**config.mk**
```make
export PLATFORM = sky130hd
export DESIGN_NAME = wait_fee_acc
export DESIGN_NICKNAME = d
export VERILOG_FILES = /design/src/rtl/wait_fee_acc.sv
export SDC_FILE = /design/constraint.sdc
export NUM_CORES = 1
export LEC_CHECK = 0
export ABC_AREA = 1
export CAP_MARGIN = 15
export CORE_MARGIN = 4
export CORE_UTILIZATION = 50
export CTS_CLUSTER_SIZE = 14
export DETAILED_ROUTE_END_ITERATION = 10
export GPL_TIMING_DRIVEN = 0
export MAX_ROUTING_LAYER = met4
export PLACE_DENSITY = 0.81
export SYNTH_ARGS = -nofsm -noshare
export SYNTH_HDL_FRONTEND = slang
export SYNTH_SLANG_ARGS = --single-unit
```
**constraint.sdc**
```tcl
create_clock -name clk -period 3.8 [get_ports clk]
set_input_delay 0.38 -clock clk [delete_from_list [all_inputs] [get_ports clk]]
set_output_delay 0.38 -clock clk [all_outputs]
set_load 0.05 [all_outputs]
```
**src/rtl/wait_fee_acc.sv**
```systemverilog
// -----------------------------------------------------------------------------
// wait_fee_acc : waiting-time fee accumulator for the taxi meter.
//
// Edge-detects the minute divider's square wave, counts waiting minutes in
// BCD and, after FREE_MIN free minutes, adds RATE_BCD (0.1 yuan units) to a
// BCD fee register for every further minute, strobing fee_pulse once per
// charged minute. Both counters saturate (99 minutes / 999 fee) into HOLD.
//
// Parameters:
//   FREE_MIN  free waiting minutes before charging starts (0..98)
//   RATE_BCD  charge per waiting minute, 3 BCD digits
//
// Ports:
//   clk        in   system clock
//   rst_n      in   asynchronous active-low reset
//   en         in   waiting mode; minutes accrue only while high
//   max        in   fee ceiling reached elsewhere; freezes accrual
//   clr        in   synchronous clear at start of a new trip
//   min_pulse  in   minute square wave, one rising edge per minute
//   night      in   (only with WAIT_NIGHT_EN) doubles the per-minute charge
//   wait_min   out  elapsed waiting minutes, 2 BCD digits
//   wait_fee   out  accumulated waiting fee, 3 BCD digits
//   fee_pulse  out  one-cycle strobe per charged minute
//   sat        out  high while in HOLD
//   dbg_state  out  current FSM state (0 IDLE, 1 FREE, 2 CHARGE, 3 HOLD)
//
// Optional feature: define WAIT_NIGHT_EN to add the night surcharge input.
// -----------------------------------------------------------------------------
module wait_fee_acc #(
    parameter int          FREE_MIN = 3,
    parameter logic [11:0] RATE_BCD = 12'h010
) (
    input  logic        clk,
    input  logic        rst_n,
    input  logic        en,
    input  logic        max,
    input  logic        clr,
    input  logic        min_pulse,
`ifdef WAIT_NIGHT_EN
    input  logic        night,
`endif
    output logic [7:0]  wait_min,
    output logic [11:0] wait_fee,
    output logic        fee_pulse,
    output logic        sat,
    output logic [1:0]  dbg_state
);

    typedef enum logic [1:0] {
        S_IDLE   = 2'd0,
        S_FREE   = 2'd1,
        S_CHARGE = 2'd2,
        S_HOLD   = 2'd3
    } state_t;

    // 3-digit BCD add; bit 12 is the carry out of the hundreds digit.
    function automatic logic [12:0] bcd_add(input logic [11:0] a, input logic [11:0] b);
        logic [12:0] res;
        logic        c;
        logic [4:0]  s;
        res = '0;
        c   = 1'b0;
        for (int i = 0; i < 3; i++) begin
            s = {1'b0, a[i*4 +: 4]} + {1'b0, b[i*4 +: 4]} + {4'd0, c};
            if (s > 5'd9) begin
                s = s + 5'd6;
                c = 1'b1;
            end else begin
                c = 1'b0;
            end
            res[i*4 +: 4] = s[3:0];
        end
        res[12] = c;
        return res;
    endfunction

    // 2-digit BCD increment; the 99 case is never used (saturation wins).
    function automatic logic [7:0] bcd_inc2(input logic [7:0] v);
        if (v[3:0] == 4'd9)
            return {v[7:4] + 4'd1, 4'd0};
        return {v[7:4], v[3:0] + 4'd1};
    endfunction

    localparam logic [7:0] FREE_BCD    = 8'(((FREE_MIN / 10) * 16) + (FREE_MIN % 10));
    localparam state_t     START_STATE = (FREE_MIN > 0) ? S_FREE : S_CHARGE;

    state_t      r_state;
    logic        r_min_d;
    logic [7:0]  r_wait_min;
    logic [11:0] r_wait_fee;
    logic        r_fee_pulse;

    state_t      w_state_eff;
    state_t      w_state_nx;
    logic [7:0]  w_min_nx;
    logic [11:0] w_fee_nx;
    logic        w_pulse_nx;
    logic        w_tick;
    logic [7:0]  w_min_inc;
    logic        w_min_full;
    logic [12:0] w_rate;
    logic [12:0] w_fee_sum;
    logic        w_fee_ovf;

    // Edges seen while en=0 or max=1 are dropped, not remembered.
    assign w_tick     = min_pulse & ~r_min_d & en & ~max;
    assign w_min_inc  = bcd_inc2(r_wait_min);
    assign w_min_full = (r_wait_min == 8'h99);

`ifdef WAIT_NIGHT_EN
    // Doubled rate kept as a BCD constant; a carry here (rate > 499) means
    // any night charge overflows the fee register.
    localparam logic [12:0] RATE_X2 = bcd_add(RATE_BCD, RATE_BCD);
    assign w_rate = night ? RATE_X2 : {1'b0, RATE_BCD};
`else
    assign w_rate = {1'b0, RATE_BCD};
`endif

    assign w_fee_sum = bcd_add(r_wait_fee, w_rate[11:0]);
    assign w_fee_ovf = w_fee_sum[12] | w_rate[12];

    // State register
    always_ff @(posedge clk or negedge rst_n) begin
        if (!rst_n)
            r_state <= S_IDLE;
        else
            r_state <= w_state_nx;
    end

    // Datapath registers
    always_ff @(posedge clk or negedge rst_n) begin
        if (!rst_n) begin
            r_min_d     <= 1'b0;
            r_wait_min  <= 8'h00;
            r_wait_fee  <= 12'h000;
            r_fee_pulse <= 1'b0;
        end else begin
            r_min_d     <= min_pulse;
            r_wait_min  <= w_min_nx;
            r_wait_fee  <= w_fee_nx;
            r_fee_pulse <= w_pulse_nx;
        end
    end

    // Next-state and next-value logic. Leaving IDLE and a tick in the same
    // cycle: the tick is handled as if already in the target state.
    always_comb begin
        w_state_eff = r_state;
        if (r_state == S_IDLE && en)
            w_state_eff = START_STATE;
        w_state_nx = w_state_eff;
        w_min_nx   = r_wait_min;
        w_fee_nx   = r_wait_fee;
        w_pulse_nx = 1'b0;
        if (clr) begin
            w_state_nx = S_IDLE;
            w_min_nx   = 8'h00;
            w_fee_nx   = 12'h000;
        end else if (w_tick) begin
            case (w_state_eff)
                S_FREE: begin
                    if (w_min_full) begin
                        w_state_nx = S_HOLD;
                    end else begin
                        w_min_nx = w_min_inc;
                        if (w_min_inc == FREE_BCD)
                            w_state_nx = S_CHARGE;
                    end
                end
                S_CHARGE: begin
                    if (!w_min_full)
                        w_min_nx = w_min_inc;
                    w_pulse_nx = 1'b1;
                    w_fee_nx   = w_fee_ovf ? 12'h999 : w_fee_sum[11:0];
                    if (w_min_full || w_fee_ovf)
                        w_state_nx = S_HOLD;
                end
                default: begin
                end
            endcase
        end
    end

    // Outputs straight from registers
    always_comb begin
        wait_min  = r_wait_min;
        wait_fee  = r_wait_fee;
        fee_pulse = r_fee_pulse;
        sat       = (r_state == S_HOLD);
        dbg_state = r_state;
    end

endmodule

```
==> results.cfg <==
[grt]
grt_residual_overflow = 0
first_pass_grt_wire_length_um = 5290
antenna_found_initial = 0
grt_start_max_net_pins = 25
track_usage = 0.193
first_global_vias = 1287

[cells_and_area]
filler_cell_count = 246
nNetsFinal = 231
antenna_cells = 0
final_core_utilization = 0.663
layoutNonFillerInstCount = 247
finish.instance_area_mm2 = 0.00183
area_growth_pct = 26.3
final_layout_size_suffix_gt1_frac = 0.0972

[worst_setup_path]
timing.critical_path.from_type = register
worst-r2r-cell-count = 18
worstSetupPathType = reg -> reg
r2r-start = wait_fee[1]$_DFFE_PN0P_
critPathMaxFanout = 4
cp_data_arrival_time_ps = 3440
timing.critical_path.slowest_stage_cell = sky130_fd_sc_hd__dfrtp_1
critical_path_buf_inv_count = 4
crit_family = adder cells
worst_r2r_endpoint = wait_fee[3]$_DFFE_PN0P_
cp.required_ps = 4040
max_stage_delay_ps = 400
worst-r2r-setup-slack_ps = 600
end_kind = register
crit_chain = inv_1, a21oi_1, inv_1, ha_1, inv_1, ha_1, xor2_1, o21ai_0, nand2_1, ha_1, ha_1, xnor2_1, o211ai_1, nand2_1, nand3_1, nand2_1, inv_1, o21ai_0

[sta]
worst_clock_skew_ps = 4.68
rsz0062_at_grt = false
fin_crit_sh = 0.841
worstMarginPinSlew_ps = 501
timing.setup.tns_ps = 0
slew_violations = 0
holdWs_ps = 338
smallest_setup_slack_after_layout_ps = 604
setup_viol = 0
max_freq_ghz = 0.313
finalHoldViolCount = 0
finalWorstPathRequiredPeriod_ps = 3200
slew_headroom = 0.665

[pwr]
power-per-cell-area_mw_per_mm2 = 274
power_uw = 501
worst_ir_drop_vdd_v = 0.000296
static-leakage-power_nw = 0.848

[clock_tree]
cts_tree = done
numCtsBuffers = 3
clock_sink_count = 24
postCtsResizedCells = 0
clk_transition_reported_paths_ps = 140
cts.path.max_buffers = 2
clk_latency_ps = 320
cts.hold.buffers_added = 0
cts_max_level = 1
root_buffer_cell = sky130_fd_sc_hd__clkbuf_4
post-cts-setup-buffers = 0

[detailed_routing]
viasPerCell = 5.30
vias = 1310
ant_nets = 0
routed_wirelength_um = 3230
dr.first_iter.drc_count = 65
post_drt_wl_per_cell_um = 13.1
drt_drc_violations_left = 0
detailedRoute.firstPassIterationCount = 4

[run]
max_cap_viol_count = 0

[synthesis]
synthesis.area_mm2 = 0.00145
synth-seq-cells = 24
post_synth_inst_count = 182
yosysUniqueCellTypes = 26
syn_nets = 196
postSynthAreaPerCell_um2 = 7.96
synth_sequential_area_ratio = 0.415
yosysWarnings = 0

[floorplan]
dieHeight_um = 61.8
core-area_mm2 = 0.00276
core.rowCount = 19
die_area_mm2 = 0.00382
die_width_um = 61.8
start_util = 0.525
io_pins = 30

[place]
detailed_place.area_mm2 = 0.00178
pre_cts_ws_ps = 649
dp.cells = 242
dp_hpwl_um = 2490
place.port_buffers = 29
global_placer_s_final_weighted_congestion = 0.864

[hold_path]
min_path_type = in -> async

[run_status]
outcome = finished, final reports clean
-- cells in the mapped netlist --
| library cell | number | share of area |
|---|---|---|
| sky130_fd_sc_hd__nand3_1 | 9 | 0.031 |
| sky130_fd_sc_hd__dfrtp_1 | 24 | 0.41 |
| sky130_fd_sc_hd__a21oi_1 | 5 | 0.017 |
| sky130_fd_sc_hd__buf_4 | 1 | 0.0052 |
| sky130_fd_sc_hd__nand4_1 | 2 | 0.0086 |
| sky130_fd_sc_hd__o21ai_0 | 8 | 0.028 |
| sky130_fd_sc_hd__nand3b_1 | 1 | 0.0052 |
| sky130_fd_sc_hd__o221ai_1 | 2 | 0.012 |
| sky130_fd_sc_hd__ha_1 | 8 | 0.069 |
| sky130_fd_sc_hd__inv_1 | 31 | 0.080 |
| sky130_fd_sc_hd__nand2_2 | 4 | 0.017 |
| sky130_fd_sc_hd__nor2_1 | 7 | 0.018 |
| sky130_fd_sc_hd__and3_1 | 1 | 0.0043 |
| sky130_fd_sc_hd__inv_2 | 3 | 0.0078 |
| sky130_fd_sc_hd__nand4_2 | 1 | 0.0086 |
| sky130_fd_sc_hd__o21ai_1 | 6 | 0.021 |
| sky130_fd_sc_hd__nor2_2 | 2 | 0.0086 |
| sky130_fd_sc_hd__nor3_4 | 1 | 0.011 |
| sky130_fd_sc_hd__o22ai_2 | 1 | 0.0086 |
| sky130_fd_sc_hd__nand2_1 | 46 | 0.12 |
| sky130_fd_sc_hd__o211ai_1 | 2 | 0.010 |
| sky130_fd_sc_hd__xnor2_1 | 3 | 0.018 |
| sky130_fd_sc_hd__nor2_4 | 1 | 0.0078 |
| sky130_fd_sc_hd__nand3_2 | 2 | 0.014 |
| sky130_fd_sc_hd__xor2_1 | 4 | 0.024 |
| sky130_fd_sc_hd__o22ai_1 | 7 | 0.030 |
-- final cells by class --
| class | count | area (µm²) | share of cell area |
|---|---|---|---|
| repair buffers | 30 | 305 | 0.167 |
| inverters | 34 | 128 | 0.0698 |
| multi-input cells | 123 | 713 | 0.390 |
| plain buffers | 1 | 7.51 | 0.00410 |
| clock buffers | 4 | 36.3 | 0.0198 |
| flip-flops and latches | 24 | 601 | 0.328 |
| well taps | 31 | 38.8 | 0.0212 |
-- logic make-up after synthesis --
group	count (synthesis)	share of synthesized area
XOR/XNOR	7	0.0423
flip-flops	24	0.415
buffers and inverters	35	0.0933
AND/OR/NAND/NOR	77	0.254
adder cells (fa/ha/maj)	8	0.0691
AO/OA/AOI/OAI	31	0.127
-- layout by cell type, fill, tap and decap left out, types with 2 or more instances in the layout --
cell type	synthesis	routed
sky130_fd_sc_hd__nand2_1	46	46
sky130_fd_sc_hd__inv_1	31	31
sky130_fd_sc_hd__clkdlybuf4s50_1	0	29
sky130_fd_sc_hd__dfrtp_1	24	24
sky130_fd_sc_hd__nand3_1	9	9
sky130_fd_sc_hd__o21ai_0	8	8
sky130_fd_sc_hd__ha_1	8	8
sky130_fd_sc_hd__nor2_1	7	7
sky130_fd_sc_hd__o22ai_1	7	7
sky130_fd_sc_hd__o21ai_1	6	6
sky130_fd_sc_hd__a21oi_1	5	5
sky130_fd_sc_hd__xor2_1	4	4
sky130_fd_sc_hd__nand2_2	4	4
sky130_fd_sc_hd__xnor2_1	3	3
sky130_fd_sc_hd__inv_2	3	3
sky130_fd_sc_hd__clkbuf_4	0	3
sky130_fd_sc_hd__nand4_1	2	2
sky130_fd_sc_hd__nand3_2	2	2
sky130_fd_sc_hd__o211ai_1	2	2
sky130_fd_sc_hd__nor2_2	2	2
sky130_fd_sc_hd__o221ai_1	2	2
-- per-layer routing --
metal / up-vias / share of wire / GRT usage
li1: 660 / - / -
met4: 0 / 0.021 / 0.0879
met5: - / 0 / -
met1: 610 / 0.44 / 0.222
met2: 32 / 0.50 / 0.335
met3: 8 / 0.045 / 0.0227
-- power by group --
part | switching (mW) | total [mW] | leakage, nW | internal (mW)
combinational | 0.0609 | 0.0958 | 0.496 | 0.0349
sequential | 0.00402 | 0.266 | 0.331 | 0.262
clock | 0.0808 | 0.139 | 0.0210 | 0.0587
-- state kept, by name (all words and copies together), names as in the netlist --
signal,cells
dbg_state,2
fee_pulse,1
r_min_d,1
wait_fee,12
wait_min,8
-- worst max path at each step --
stage                            startpoint                      end  depth (start not counted)
detailed placement  wait_fee[1]$_DFFE_PN0P_  wait_fee[3]$_DFFE_PN0P_                         18
global route        wait_fee[1]$_DFFE_PN0P_  wait_fee[3]$_DFFE_PN0P_                         18
finish              wait_fee[1]$_DFFE_PN0P_  wait_fee[3]$_DFFE_PN0P_                         18
CTS                 wait_fee[1]$_DFFE_PN0P_  wait_fee[3]$_DFFE_PN0P_                         18
global placement    wait_fee[1]$_DFFE_PN0P_  wait_fee[2]$_DFFE_PN0P_                         18
floorplan           wait_fee[1]$_DFFE_PN0P_  wait_fee[2]$_DFFE_PN0P_                         18
Note: power is estimated with default switching activity, not from simulation.
